--- src/rtl/riscv_instr_aligner_pkg.sv ---
// Shared types for the fetch-to-decode aligner: halfword queue entry and
// the RISC-V instruction-length predicate.
package riscv_instr_aligner_pkg;

  localparam int HalfwordWidth = 16;

  typedef struct packed {
    logic                     err;
    logic [HalfwordWidth-1:0] hw;
  } hw_entry_t;

  // A halfword starts a 32-bit instruction only when its two low bits are 2'b11.
  function automatic logic is_compressed(input logic [HalfwordWidth-1:0] hw);
    return (hw & 16'h0003) != 16'h0003;
  endfunction

endpackage

--- src/rtl/riscv_halfword_fifo.sv ---
// Circular halfword queue with 0/1/2-entry push and pop per cycle and a
// two-entry peek at the head.
module riscv_halfword_fifo
  import riscv_instr_aligner_pkg::*;
#(
  parameter int QDepth = 6,
  localparam int PtrW = $clog2(QDepth),
  localparam int CntW = $clog2(QDepth + 1)
) (
  input  logic            clk,
  input  logic            rst_n,
  input  logic            flush_i,
  input  logic [1:0]      push_cnt_i,
  input  hw_entry_t       push0_i,
  input  hw_entry_t       push1_i,
  input  logic [1:0]      pop_cnt_i,
  output hw_entry_t       head0_o,
  output hw_entry_t       head1_o,
  output logic [CntW-1:0] count_o
);

  logic [PtrW-1:0] wr_q, wr_d, rd_q, rd_d;
  logic [CntW-1:0] cnt_q, cnt_d;
  hw_entry_t       mem_q [QDepth];
  hw_entry_t       mem_d [QDepth];

  function automatic logic [PtrW-1:0] ptr_add(input logic [PtrW-1:0] p, input logic [1:0] n);
    logic [PtrW:0] s;
    s = {1'b0, p} + (PtrW+1)'(n);
    if (s >= (PtrW+1)'(QDepth)) s = s - (PtrW+1)'(QDepth);
    return s[PtrW-1:0];
  endfunction

  always_comb begin
    mem_d = mem_q;
    wr_d  = wr_q;
    rd_d  = rd_q;
    cnt_d = cnt_q;
    if (flush_i) begin
      wr_d  = '0;
      rd_d  = '0;
      cnt_d = '0;
    end else begin
      if (push_cnt_i != 2'd0) mem_d[wr_q] = push0_i;
      if (push_cnt_i == 2'd2) mem_d[ptr_add(wr_q, 2'd1)] = push1_i;
      wr_d  = ptr_add(wr_q, push_cnt_i);
      rd_d  = ptr_add(rd_q, pop_cnt_i);
      cnt_d = cnt_q + CntW'(push_cnt_i) - CntW'(pop_cnt_i);
    end
  end

  always_ff @(posedge clk or negedge rst_n) begin
    if (!rst_n) begin
      wr_q  <= '0;
      rd_q  <= '0;
      cnt_q <= '0;
    end else begin
      wr_q  <= wr_d;
      rd_q  <= rd_d;
      cnt_q <= cnt_d;
    end
  end

  // Storage needs no reset: entries are only visible once counted.
  always_ff @(posedge clk) begin
    mem_q <= mem_d;
  end

  assign head0_o = mem_q[rd_q];
  assign head1_o = mem_q[ptr_add(rd_q, 2'd1)];
  assign count_o = cnt_q;

  push_no_overflow: assert property (@(posedge clk) disable iff (!rst_n)
    (push_cnt_i != 2'd0 && !flush_i) |-> (cnt_q <= CntW'(QDepth - 2)));

  pop_within_count: assert property (@(posedge clk) disable iff (!rst_n)
    (pop_cnt_i != 2'd0 && !flush_i) |-> (CntW'(pop_cnt_i) <= cnt_q));

endmodule

--- src/rtl/riscv_instr_aligner.sv ---
// Fetch-to-decode aligner: splits fetch words into halfwords and presents one
// whole 16- or 32-bit instruction per handshake with its PC.
module riscv_instr_aligner
  import riscv_instr_aligner_pkg::*;
#(
  parameter int                   DataWidth = 32,
  parameter int                   QDepth    = 6,
  parameter logic [DataWidth-1:0] ResetPc   = '0
) (
  input  logic                 clk,
  input  logic                 rst_n,
  input  logic                 flush_i,
  input  logic [DataWidth-1:0] flush_pc_i,
  input  logic                 fetch_valid_i,
  output logic                 fetch_ready_o,
  input  logic [31:0]          fetch_data_i,
  input  logic                 fetch_err_i,
  output logic                 instr_valid_o,
  input  logic                 instr_ready_i,
  output logic [31:0]          instr_o,
  output logic [DataWidth-1:0] pc_o,
  output logic                 compressed_o,
  output logic                 instr_err_o
);

  localparam int CntW = $clog2(QDepth + 1);

  hw_entry_t            head0, head1, push0, push1;
  logic [CntW-1:0]      count;
  logic [DataWidth-1:0] pc_q, pc_d;
  logic                 skip_q, skip_d, ready_en_q;
  logic                 short_instr, avail, push, pop, err_raw;
  logic [1:0]           push_cnt, pop_cnt;
  logic [31:0]          instr_raw;

  // A faulting head is always popped as one halfword so an erroneous fetch
  // can never wait forever for a second halfword.
  always_comb begin
    short_instr   = head0.err | is_compressed(head0.hw);
    avail         = short_instr ? (count >= CntW'(1)) : (count >= CntW'(2));
    instr_valid_o = avail & ~flush_i;
    instr_raw     = short_instr ? {16'h0000, head0.hw} : {head1.hw, head0.hw};
    err_raw       = short_instr ? head0.err : (head0.err | head1.err);
    instr_o       = instr_valid_o ? instr_raw : 32'h0;
    instr_err_o   = instr_valid_o & err_raw;
    compressed_o  = instr_valid_o & ~(instr_o[0] & instr_o[1]);
    pop           = instr_valid_o & instr_ready_i;
    pop_cnt       = pop ? (short_instr ? 2'd1 : 2'd2) : 2'd0;
  end

  assign fetch_ready_o = ready_en_q & (count <= CntW'(QDepth - 2));

  always_comb begin
    push     = fetch_valid_i & fetch_ready_o & ~flush_i;
    push_cnt = push ? (skip_q ? 2'd1 : 2'd2) : 2'd0;
    push0    = skip_q ? {fetch_err_i, fetch_data_i[31:16]} : {fetch_err_i, fetch_data_i[15:0]};
    push1    = {fetch_err_i, fetch_data_i[31:16]};
    pc_d     = pc_q;
    skip_d   = skip_q;
    if (flush_i) begin
      pc_d   = flush_pc_i & ~DataWidth'(1);
      skip_d = flush_pc_i[1];
    end else begin
      if (pop)  pc_d   = pc_q + (short_instr ? DataWidth'(2) : DataWidth'(4));
      if (push) skip_d = 1'b0;
    end
  end

  always_ff @(posedge clk or negedge rst_n) begin
    if (!rst_n) begin
      pc_q       <= ResetPc;
      skip_q     <= 1'b0;
      ready_en_q <= 1'b0;
    end else begin
      pc_q       <= pc_d;
      skip_q     <= skip_d;
      ready_en_q <= 1'b1;
    end
  end

  assign pc_o = pc_q;

  riscv_halfword_fifo #(.QDepth(QDepth)) u_fifo (
    .clk        (clk),
    .rst_n      (rst_n),
    .flush_i    (flush_i),
    .push_cnt_i (push_cnt),
    .push0_i    (push0),
    .push1_i    (push1),
    .pop_cnt_i  (pop_cnt),
    .head0_o    (head0),
    .head1_o    (head1),
    .count_o    (count)
  );

  output_stable: assert property (@(posedge clk) disable iff (!rst_n)
    (instr_valid_o && !instr_ready_i && !flush_i) ##1 !flush_i
      |-> (instr_valid_o && $stable(instr_o) && $stable(pc_o)));

endmodule

--- config.mk ---
export PLATFORM = sky130hd
export DESIGN_NAME = riscv_instr_aligner
export DESIGN_NICKNAME = d
export VERILOG_FILES = /design/src/rtl/riscv_instr_aligner_pkg.sv /design/src/rtl/riscv_halfword_fifo.sv /design/src/rtl/riscv_instr_aligner.sv
export SDC_FILE = /design/constraint.sdc
export NUM_CORES = 1
export LEC_CHECK = 0
export ABC_CLOCK_PERIOD_IN_PS = 4200
export CORE_MARGIN = 4
export CORE_UTILIZATION = 57
export CTS_BUF_LIST = sky130_fd_sc_hd__clkbuf_8
export DETAILED_ROUTE_END_ITERATION = 7
export PLACE_DENSITY = 0.83
export SETUP_SLACK_MARGIN = 0.2
export SYNTH_ARGS = -nofsm -noshare
export SYNTH_HDL_FRONTEND = slang
export SYNTH_SLANG_ARGS = --single-unit
--- constraint.sdc ---
create_clock -name clk -period 4.2 [get_ports clk]
set_input_delay 0.63 -clock clk [delete_from_list [all_inputs] [get_ports clk]]
set_output_delay 0.63 -clock clk [all_outputs]
set_load 0.01 [all_outputs]
==> results.md, run 1 <==
- Max Fclk: 238 MHz
- Die Wd: 139 um
- Post-synth top flop: edfxtp_1
- Final core utilization: 71.7%
- Pre-CTS setup slack: 247 ps
- Sequential standard cell area: 4120 um^2
- Share of synthesized registers carrying an async set or reset: 29.2%
- Row cnt: 47
- GRT Total Usage: 32.3%
- Dpl cell area: 11500 um^2
- Core area: 16800 um^2
- FF+latch count, synth: 144
- Yosys cell types: 64
- Yosys top cell area share: 31.1%
- Pwr dens: 354 nW/um^2
- Chip Height: 139 um
- Pre-antenna DRT Iters: 7
- Vias in the first global route: 8788
- ANT nets after route: 0
- Worst Hold Class: input port to asynchronous set/reset pin
- Peak supply drop: 0.308 mV
- Critical-path cell list: buf_4 > mux4_2 > a22oi_2 > and2_4 > inv_2 > or4b_1 > buf_6 > o2bb2ai_1 > clkdlybuf4s50_1
- Outcome: finished, final reports clean
- Post-DP HPWL: 20000 um
- Setup Skew: 22.6 ps
- CP Capture Type: primary output
- Final hold violation count: 0
- Post-synth top area cell: edfxtp_1
- Crit share post-route: 99.9%
- Arr. time, crit path: 3570 ps
- Worst slew margin: 31.1%
- Cell internal pwr: 2.90 mW
- Vias/cell: 7.23
- Htree depth: 4
- Number of port buffers: 135
- Total wire length: 32100 um
- Final Slew Violations: 0
- Worst-path fanout max: 16
- Area of the multi-input gates: 5360 um^2
- Initial antenna violation count: 0
- Clock root buffer: clkbuf_8
- Kind of critical path: flip-flop to primary output
- Synth Net Count: 985
- Num CTS Buffers: 17
- Synthesized instance count: 898
- FF-to-FF End: u_fifo.count_o[2]
- First-pass GRT wire length: 49400 um
- Gr ovfl total: 0
- MaxCap Viol Count: 0
- Unrepaired setup endpoints after global routing: yes
- CP peak stage delay: 580 ps
- Crit-path slowest cell: dfrtp_4
- Routability congestion estimate: 0.877
- Min setup slack post-route: 3.37 ps
- Sequential group share of total power: 42.2%
- Final-stage net count: 1109
- Net Sw Frac: 32.0%
- Worst Reg-to-Reg Cells: 13
- Seq/Total Area, Yosys: 41.7%
- Overall power: 4.26 mW
- Synth Cell Area: 9860 um^2
- WL/cell: 25.5 um
- Layout overhead on the synthesized area: 21.9%
- Residual DRC: 0
- Startpoint type of the worst setup path: flip-flop
- Largest net degree at the start of global routing: 69
- Worst slew pin tran: 1030 ps
- Top Ports: 138
- P_sw: 1.36 mW
- FF-to-FF Start: u_fifo.rd_q[0]
- R2R setup slack: 460 ps
- Warnings from Yosys: 0
- Worst-Skew Late Latency: 480 ps
- CTS Buffer Depth: 2
- Worst-path clk slew: 80 ps
- Die Area: 19500 um^2
- Initial drt markers: 1420
- WP data required: 3570 ps
- Via count: 9068
- Cell leakage power: 4.51 nW
- Mean Syn Cell Area: 11.0 um^2
- CTS tree: yes
- Logic pwr share: 30.7%
- Finished Cell Area: 12000 um^2
- Synth area leaders: edfxtp_1 31%, dfrtp_1 11%, mux4_2 7.8%
- Ant. Diodes: 0
- Clock Power Share: 27.1%
- Final Setup Violations: 0
- Fill cells: 1229
- CTS sink cnt: 144
- Starting Density: 58.8%
- Minimum clock period: 4200 ps
- Fraction of layout cells with a size suffix above 1: 16.1%
- Setup TNS: 0 ps
- Post-synth EDFFs: 102
## power by group through the flow
| stage | logic [mW] | clock network, mW | registers [mW] |
|---|---|---|---|
| after floorplan | 0.786 | 0 | 1.79 |
| after global placement | 1.21 | 0 | 1.82 |
| after detailed placement | 1.25 | 0 | 1.82 |
| after CTS | 1.28 | 1.15 | 1.79 |
| after global routing | 1.40 | 1.21 | 1.81 |
| final | 1.31 | 1.16 | 1.80 |
## stage by stage
step	std cells	hold WS [ps]
floorplan	898	334
global placement	1214	585
detailed placement	1214	595
CTS	1253	329
global route	1255	355
finish	1255	301
## worst max-delay path: cells and delay by family, from the launching register on
family                 cells  cell delay (ps)
and+or+nand+nor            2              780
AOI/OAI and AO/OA          2              410
buffers and inverters      4             1030
muxes                      1              290
DFF                        1              580
## layout by cell type, fill, tap and decap left out, drive strengths merged, types with 3 or more instances in the layout
cell type | netlist | final
ha | 12 | 12
clkdlybuf4s50 | 0 | 122
edfxtp | 102 | 102
nor2b | 14 | 14
o21ai | 27 | 27
a31oi | 17 | 17
nand4 | 12 | 12
xnor2 | 17 | 17
a311oi | 8 | 8
nand3 | 25 | 25
or3 | 4 | 4
bufinv | 0 | 3
fa | 5 | 5
nand2 | 40 | 40
mux4 | 34 | 34
a21o | 9 | 9
and2 | 5 | 5
inv | 28 | 35
nand2b | 6 | 6
a22o | 64 | 64
nor2 | 64 | 64
buf | 19 | 50
mux2 | 22 | 22
clkbuf | 59 | 17
a22oi | 89 | 89
dfrtp | 42 | 42
and3 | 9 | 9
a21oi | 10 | 10
mux2i | 25 | 25
clkinv | 0 | 5
o2bb2ai | 80 | 80
nor4 | 3 | 3
a221o | 3 | 3
nor3b | 3 | 3
nor3 | 14 | 14
dlymetal6s2s | 0 | 10
## state kept, by name, summed over array words and instances, names as in the netlist
signal and cells:
ready_en_q 1, u_fifo.rd_q 3, pc_o 31, u_fifo.count_o 3
u_fifo.wr_q 3, skip_q 1, u_fifo.mem_q 102
## cell families after synthesis
family          after synthesis  synth area share, %
other cells                   2               0.0762
mux                          81                 12.8
xor+xnor                     19                 1.76
fa+ha+maj                    17                 2.54
buf+inv                     106                 4.41
simple gates                207                 10.4
flops                       144                 41.7
compound gates              322                 26.3
## cell usage after synthesis (4+ instances only)
library cell  count
inv_1            26
nor2b_1          14
o21ai_0          24
a22oi_1          88
a21o_1            9
and2_1            4
fa_1              5
mux2i_1          25
buf_4             4
mux2_2           22
a311oi_1          8
or3_1             4
edfxtp_1        102
a22o_1           64
nand4_1          12
o2bb2ai_1        70
o2bb2ai_2        10
nand2b_1          6
nand3_1          25
xnor2_1          16
a31oi_1          16
nor3_1           12
dfrtp_1          42
nand2_1          40
mux4_2           34
a21oi_1          10
clkbuf_1         59
buf_2            11
ha_1             12
nor2_1           64
and3_1            9
## per-layer routing
metal | share of wire, % | GRT usage (%) | up-vias
met1 | 36 | 40.9 | 4328
met2 | 47 | 51.5 | 719
met4 | 5.2 | 14.9 | 0
met3 | 12 | 9.47 | 167
met5 | 0 | 0 | -
li1 | - | - | 3854
## worst max-delay path by stage
| stage | start | endpoint | cells after the start |
|---|---|---|---|
| after floorplan | u_fifo.rd_q[1] | instr_o[30] | 10 |
| after global placement | u_fifo.rd_q[1] | instr_o[31] | 10 |
| after detailed placement | u_fifo.rd_q[1] | instr_o[16] | 10 |
| after CTS | u_fifo.rd_q[0] | instr_o[22] | 10 |
| after global routing | u_fifo.rd_q[0] | instr_o[17] | 11 |
| final | u_fifo.rd_q[0] | instr_o[19] | 9 |
## repair_timing
| item | 4_1_cts | 5_1_grt |
|---|---|---|
| hold buffers | 0 | 0 |
| buffers inserted | 7 | 2 |
| gates cloned | 0 | 0 |
| pin swaps | 1 | 0 |
| setup endpoints to repair | 27 | 33 |
| gates resized for setup | 9 | 16 |
## area by class of cell
cell class / instances / area share, %
well taps: 220 / 2.29
multi-input cells: 648 / 44.6
flip-flops and latches: 144 / 34.3
clock inverters: 15 / 1.28
clock buffers: 17 / 1.95
repair buffers: 183 / 14.6
inverters: 28 / 0.896
(Power assumes the default switching activity.)
==> inputs of run 2 (changes only) <==
REMOVE_ABC_BUFFERS = 1   (was default)
SKIP_CTS_REPAIR_TIMING = 1   (was default)
==> run 2 against run 1 <==
- combinational power hardly changed
- non-clock buffer count increased by 5
- final cell count is 0.40% higher
- global-route usage decreased by 2.0 points
- cell area increased by 0.53%
- critical path depth unchanged
- total power increased by 0.40%
- flip-flop and latch count unchanged
- critical endpoint is now instr_o[21]
- largest cell class unchanged
- largest power group unchanged
- highest routed layer unchanged
==> results.md, run 2 (same netlist as run 1, synthesis figures left out) <==
- Outcome: finished, final reports clean (unchanged)
- Top Ports: 138 (unchanged)
- Vias/cell: 7.13 (was 7.23)
- Crit-path slowest cell: clkdlybuf4s50_1 (was dfrtp_4)
- Initial antenna violation count: 0 (unchanged)
- CTS tree: yes (unchanged)
- Starting Density: 58.8% (unchanged)
- Critical Path Sink: instr_o[21] (was instr_o[19])
- Initial drt markers: 1297 (was 1420)
- Ant. Diodes: 0 (unchanged)
- Total wire length: 30800 um (was 32100 um)
- Commonest cells after routing, fill and taps aside: 115 x clkdlybuf4s50_1, 102 x edfxtp_1, 88 x a22oi_1, 69 x o2bb2ai_1, 64 x a22o_1 (was 122 x clkdlybuf4s50_1, 102 x edfxtp_1, 88 x a22oi_1, 67 x o2bb2ai_1)
- Final Setup Violations: 0 (unchanged)
- Peak supply drop: 0.312 mV (was 0.308 mV)
- Register with the most flip-flops: u_fifo.mem_q (unchanged)
- Worst slew pin tran: 1070 ps (was 1030 ps)
- Fraction of layout cells with a size suffix above 1: 16.3% (was 16.1%)
- Number of port buffers: 135 (unchanged)
- First-pass GRT wire length: 47000 um (was 49400 um)
- Fill cells: 1210 (was 1229)
- Min setup slack post-route: 101 ps (was 3.37 ps)
- ANT nets after route: 0 (unchanged)
- Htree depth: 4 (unchanged)
- Pwr dens: 354 nW/um^2 (about the same)
- Worst slew margin: 28.6% (was 31.1%)
- Largest net degree at the start of global routing: 74 (was 69)
- GRT Total Usage: 30.3% (was 32.3%)
- Final Slew Violations: 0 (unchanged)
- Cell leakage power: 4.67 nW (was 4.51 nW)
- FF-to-FF End: u_fifo.count_o[2] (unchanged)
- Row cnt: 47 (unchanged)
- Layout overhead on the synthesized area: 22.5% (was 21.9%)
- Kind of critical path: flip-flop to primary output (unchanged)
- FF-to-FF Start: u_fifo.rd_q[0] (unchanged)
- Gr ovfl total: 0 (unchanged)
- Clock root buffer: clkbuf_8 (unchanged)
- Final core utilization: 72.0% (was 71.7%)
- Final hold violation count: 0 (unchanged)
- CTS Buffer Depth: 2 (unchanged)
- Pre-antenna DRT Iters: 7 (unchanged)
- Max FFs per register: 102 (unchanged)
- CP Capture Type: primary output (unchanged)
- Setup Skew: 14.4 ps (was 22.6 ps)
- Minimum clock period: 4100 ps (was 4200 ps)
- Dpl cell area: 11500 um^2 (about the same)
- Leading cell type in the layout, fill and taps excluded: clkdlybuf4s50_1 (unchanged)
- Die Wd: 139 um (unchanged)
- Worst-path fanout max: 16 (unchanged)
- Pre-CTS setup slack: 300 ps (was 247 ps)
- Core area: 16800 um^2 (unchanged)
- Chip Height: 139 um (unchanged)
- Die Area: 19500 um^2 (unchanged)
- Worst-path clk slew: 90 ps (was 80 ps)
- WP data required: 3570 ps (about the same)
- MaxCap Viol Count: 0 (unchanged)
- Num CTS Buffers: 17 (unchanged)
- Routability congestion estimate: 0.875 (was 0.877)
- Crit share post-route: 97.6% (was 99.9%)
- Arr. time, crit path: 3470 ps (was 3570 ps)
- Worst Reg-to-Reg Cells: 13 (unchanged)
- Vias in the first global route: 8671 (was 8788)
- Critical-path cell list: buf_4 > mux4_2 > a22oi_2 > and2_4 > inv_2 > or4b_1 > buf_8 > o2bb2ai_2 > clkdlybuf4s50_1 (was buf_4 > mux4_2 > a22oi_2 > and2_4 > inv_2 > or4b_1 > buf_6 > o2bb2ai_1 > clkdlybuf4s50_1)
- Worst Hold Class: input port to asynchronous set/reset pin (unchanged)
- Unrepaired setup endpoints after global routing: yes (unchanged)
- Worst-Skew Late Latency: 450 ps (was 480 ps)
- CP peak stage delay: 570 ps (was 580 ps)
- R2R setup slack: 490 ps (was 460 ps)
- Final-stage net count: 1114 (was 1109)
- Residual DRC: 0 (unchanged)
- CP startpoint: u_fifo.rd_q[0] (unchanged)
- CTS sink cnt: 144 (unchanged)
- Max Fclk: 244 MHz (was 238 MHz)
- Via count: 8981 (was 9068)
- Startpoint type of the worst setup path: flip-flop (unchanged)
- Finished Cell Area: 12100 um^2 (was 12000 um^2)
- WL/cell: 24.5 um (was 25.5 um)
- Post-DP HPWL: 19500 um (was 20000 um)
[run 2: cell count changes in the layout (fill, tap and decap cells not counted), sizes merged, moves of 2 or more]
cell / before / now
clkinv: 5 / 7
clkdlybuf4s50: 122 / 115
buf: 50 / 55
inv: 35 / 31
dlymetal6s2s: 10 / 18
[run 2: power by group]
group	switching [mW]	internal [mW]
sequential	0.127	1.66
combinational	0.647	0.661
clock	0.541	0.634
total	1.31	2.96
[run 2: through the flow]
step | hold slack [ps] | TNS (ps) | total power, mW | instances
3_5_place_dp | 599 | 0 | 3.05 | 1213
5_1_grt | 380 | 0 | 4.45 | 1260
6_report | 323 | 0 | 4.27 | 1260
4_1_cts | 347 | -1450 | 4.21 | 1245
3_3_place_gp | 591 | 0 | 3.01 | 1213
2_1_floorplan | 334 | -70000 | 2.55 | 820
[run 2: worst min path at each step]
stage | from | to | slack, ps | cells past startpoint
floorplan | rst_n | pc_o[10] | 330 | 0
global placement | u_fifo.mem_q[67] | u_fifo.mem_q[67] | 590 | 1
detailed placement | pc_o[10] | pc_o[10] | 600 | 2
CTS | rst_n | pc_o[29] | 350 | 1
global route | rst_n | pc_o[25] | 380 | 1
finish | rst_n | pc_o[29] | 320 | 1
[run 2: final cells by class]
class	count	area, um^2	share of cell area [%]
Clock inverter	15	178	1.47
Sequential cell	144	4120	34.1
Multi-Input combinational cell	648	5340	44.2
Timing Repair Buffer	188	1820	15.1
Tap cell	220	275	2.28
Inverter	28	108	0.891
Clock buffer	17	234	1.94
[run 2: worst max-delay path: cells and delay by family, from the launching register on]
family | cells | cell delay, ps
compound gates | 2 | 400
buf+inv | 4 | 1010
flops | 1 | 540
mux | 1 | 290
simple gates | 2 | 760
[run 2: metal layers]
layer  GRT usage [%]  routed length, um  vias to the layer above
met4            9.53                823                        0
met5               0                  0                        -
met2            48.8              14800                      677
met3            7.14               3790                       84
li1                -                  -                     3865
met1            41.1              11400                     4355
==> inputs of run 3 (changes only) <==
CAP_MARGIN = 25   (was default)
==> run 3 against run 2 <==
- via count rose by 0.57%
- sequential power barely moved
- die area did not move
- worst setup slack improved by 0.75 ps
- global-route usage did not move
- count of clock-buffer cells in the layout did not move
- sequential share of layout area fell by 0.085 points
- wire length rose by 0.43%
- critical path type unchanged
- final cell count rose by 0.16%
- highest routed layer unchanged
- total power rose by 0.14%
- fmax barely moved
==> results.md, run 3 (same netlist as run 1, synthesis figures left out) <==
- Pre-antenna DRT Iters: 8 (was 7)
- GRT Total Usage: 30.3% (unchanged)
- Worst Hold Class: input port to asynchronous set/reset pin (unchanged)
- Worst-path fanout max: 16 (unchanged)
- Largest net degree at the start of global routing: 74 (unchanged)
- Minimum clock period: 4100 ps (about the same)
- P_sw: 1.32 mW (was 1.31 mW)
- Startpoint type of the worst setup path: flip-flop (unchanged)
- Max FFs per register: 102 (unchanged)
- Vias/cell: 7.16 (was 7.13)
- Worst slew pin tran: 1050 ps (was 1070 ps)
- Worst-Skew Late Latency: 450 ps (about the same)
- Outcome: finished, final reports clean (unchanged)
- Setup TNS: 0 ps (unchanged)
- Kind of critical path: flip-flop to primary output (unchanged)
- Die Wd: 139 um (unchanged)
- Final-stage net count: 1116 (was 1114)
- Fraction of layout cells with a size suffix above 1: 16.3% (about the same)
- R2R setup slack: 490 ps (about the same)
- Leading cell type in the layout, fill and taps excluded: clkdlybuf4s50_1 (unchanged)
- Top Ports: 138 (unchanged)
- FF-to-FF End: u_fifo.count_o[2] (unchanged)
- Layout overhead on the synthesized area: 22.8% (was 22.5%)
- Final Setup Violations: 0 (unchanged)
- First-pass GRT wire length: 47000 um (unchanged)
- Final hold violation count: 0 (unchanged)
- Unrepaired setup endpoints after global routing: yes (unchanged)
- Dpl cell area: 11500 um^2 (unchanged)
- Vias in the first global route: 8671 (unchanged)
- Htree depth: 4 (unchanged)
- Net Sw Frac: 30.8% (about the same)
- Starting Density: 58.8% (unchanged)
- Initial antenna violation count: 0 (unchanged)
- Fill cells: 1207 (was 1210)
- Worst-path clk slew: 90 ps (about the same)
- Sequential group share of total power: 41.9% (about the same)
- Number of port buffers: 135 (unchanged)
- ANT nets after route: 0 (unchanged)
- FF-to-FF Start: u_fifo.rd_q[0] (unchanged)
- Commonest cells after routing, fill and taps aside: 115 x clkdlybuf4s50_1, 102 x edfxtp_1, 88 x a22oi_1, 69 x o2bb2ai_1, 64 x a22o_1 (unchanged)
- Setup Skew: 16.1 ps (was 14.4 ps)
- MaxCap Viol Count: 0 (unchanged)
- Arr. time, crit path: 3470 ps (about the same)
- CP Capture Type: primary output (unchanged)
- Cell leakage power: 4.69 nW (was 4.67 nW)
- Total wire length: 31000 um (was 30800 um)
- Cell internal pwr: 2.96 mW (about the same)
- Placed Cells incl. Taps: 1213 (unchanged)
- Row cnt: 47 (unchanged)
- Chip Height: 139 um (unchanged)
- Final Slew Violations: 0 (unchanged)
- GRT met3 Usage: 7.14% (unchanged)
- Worst Reg-to-Reg Cells: 13 (unchanged)
- Max Fclk: 244 MHz (about the same)
- Ant. Diodes: 0 (unchanged)
- Die Area: 19500 um^2 (unchanged)
- CTS Buffer Depth: 2 (unchanged)
- Finished Cell Area: 12100 um^2 (about the same)
- WL/cell: 24.5 um (about the same)
- CTS tree: yes (unchanged)
- Pwr dens: 354 nW/um^2 (about the same)
- Clock root buffer: clkbuf_8 (unchanged)
- Global routing's busiest layer: met2 (unchanged)
- Num CTS Buffers: 17 (unchanged)
- GR met2 Demand/Resource: 48.8% (unchanged)
- Post-DP HPWL: 19500 um (unchanged)
- Routability congestion estimate: 0.875 (unchanged)
- WP data required: 3570 ps (about the same)
- CTS sink cnt: 144 (unchanged)
- Non-filler cells, final: 1262 (was 1260)
- Clock Power Share: 27.5% (about the same)
- Initial drt markers: 1270 (was 1297)
- Residual DRC: 0 (unchanged)
- Via count: 9032 (was 8981)
- Met1 global-route usage: 41.1% (unchanged)
- Register with the most flip-flops: u_fifo.mem_q (unchanged)
- Logic pwr share: 30.6% (about the same)
- Worst slew margin: 30.0% (was 28.6%)
- Gr ovfl total: 0 (unchanged)
- Crit share post-route: 97.6% (about the same)
- Core area: 16800 um^2 (unchanged)
- Peak supply drop: 0.314 mV (was 0.312 mV)
run 3: cell types whose count changed in the layout (fill, tap and decap cells not counted):
cell           delta
dlygate4sd3_1     +1
buf_12            +1
run 3: metrics by stage:
step           setup slack (ps)  util, %  power (mW)  hold slack (ps)
4_1_cts                    -189     70.8        4.21              347
3_5_place_dp                300     68.3        3.05              599
3_3_place_gp                327     68.3        3.01              591
5_1_grt                    19.5     72.2        4.46              481
2_1_floorplan             -1430        -        2.55              334
6_report                    102     72.2        4.28              527
run 3: final cells by class:
type	count	area, um^2	share of cell area [%]
Clock inverter	15	178	1.47
Sequential cell	144	4120	34.0
Multi-Input combinational cell	648	5340	44.1
Inverter	28	108	0.889
Clock buffer	17	234	1.93
Tap cell	220	275	2.27
Timing Repair Buffer	190	1850	15.3
run 3: how the worst max path moves through the flow:
stage	startpoint	endpoint	slack, ps	depth (start not counted)
floorplan	u_fifo.rd_q[0]	u_fifo.count_o[2]	-1430	11
global placement	u_fifo.rd_q[1]	instr_err_o	330	9
detailed placement	u_fifo.rd_q[1]	instr_err_o	300	9
CTS	u_fifo.rd_q[1]	instr_o[16]	-190	10
global route	u_fifo.rd_q[2]	instr_o[26]	20	9
finish	u_fifo.rd_q[0]	instr_o[21]	100	9
run 3: worst max-delay path: stages (launching register included):
cell	delay (ps)
dfrtp_4	540
buf_4	160
mux4_2	290
a22oi_2	220
and2_4	200
inv_2	70
or4b_1	560
buf_8	210
o2bb2ai_2	180
clkdlybuf4s50_1	570
run 3: layer usage:
metal,share of wire [%],wire [um]
met1,37,11400
met4,2.5,773
met2,48,15000
met3,12,3800
met5,0,0
run 3: power groups by stage:
stage | Combinational [mW] | Clock (mW) | Sequential, mW
6_report | 1.31 | 1.18 | 1.79
5_1_grt | 1.40 | 1.25 | 1.81
4_1_cts | 1.24 | 1.18 | 1.79
3_5_place_dp | 1.23 | 0 | 1.82
3_3_place_gp | 1.20 | 0 | 1.81
2_1_floorplan | 0.717 | 0 | 1.83
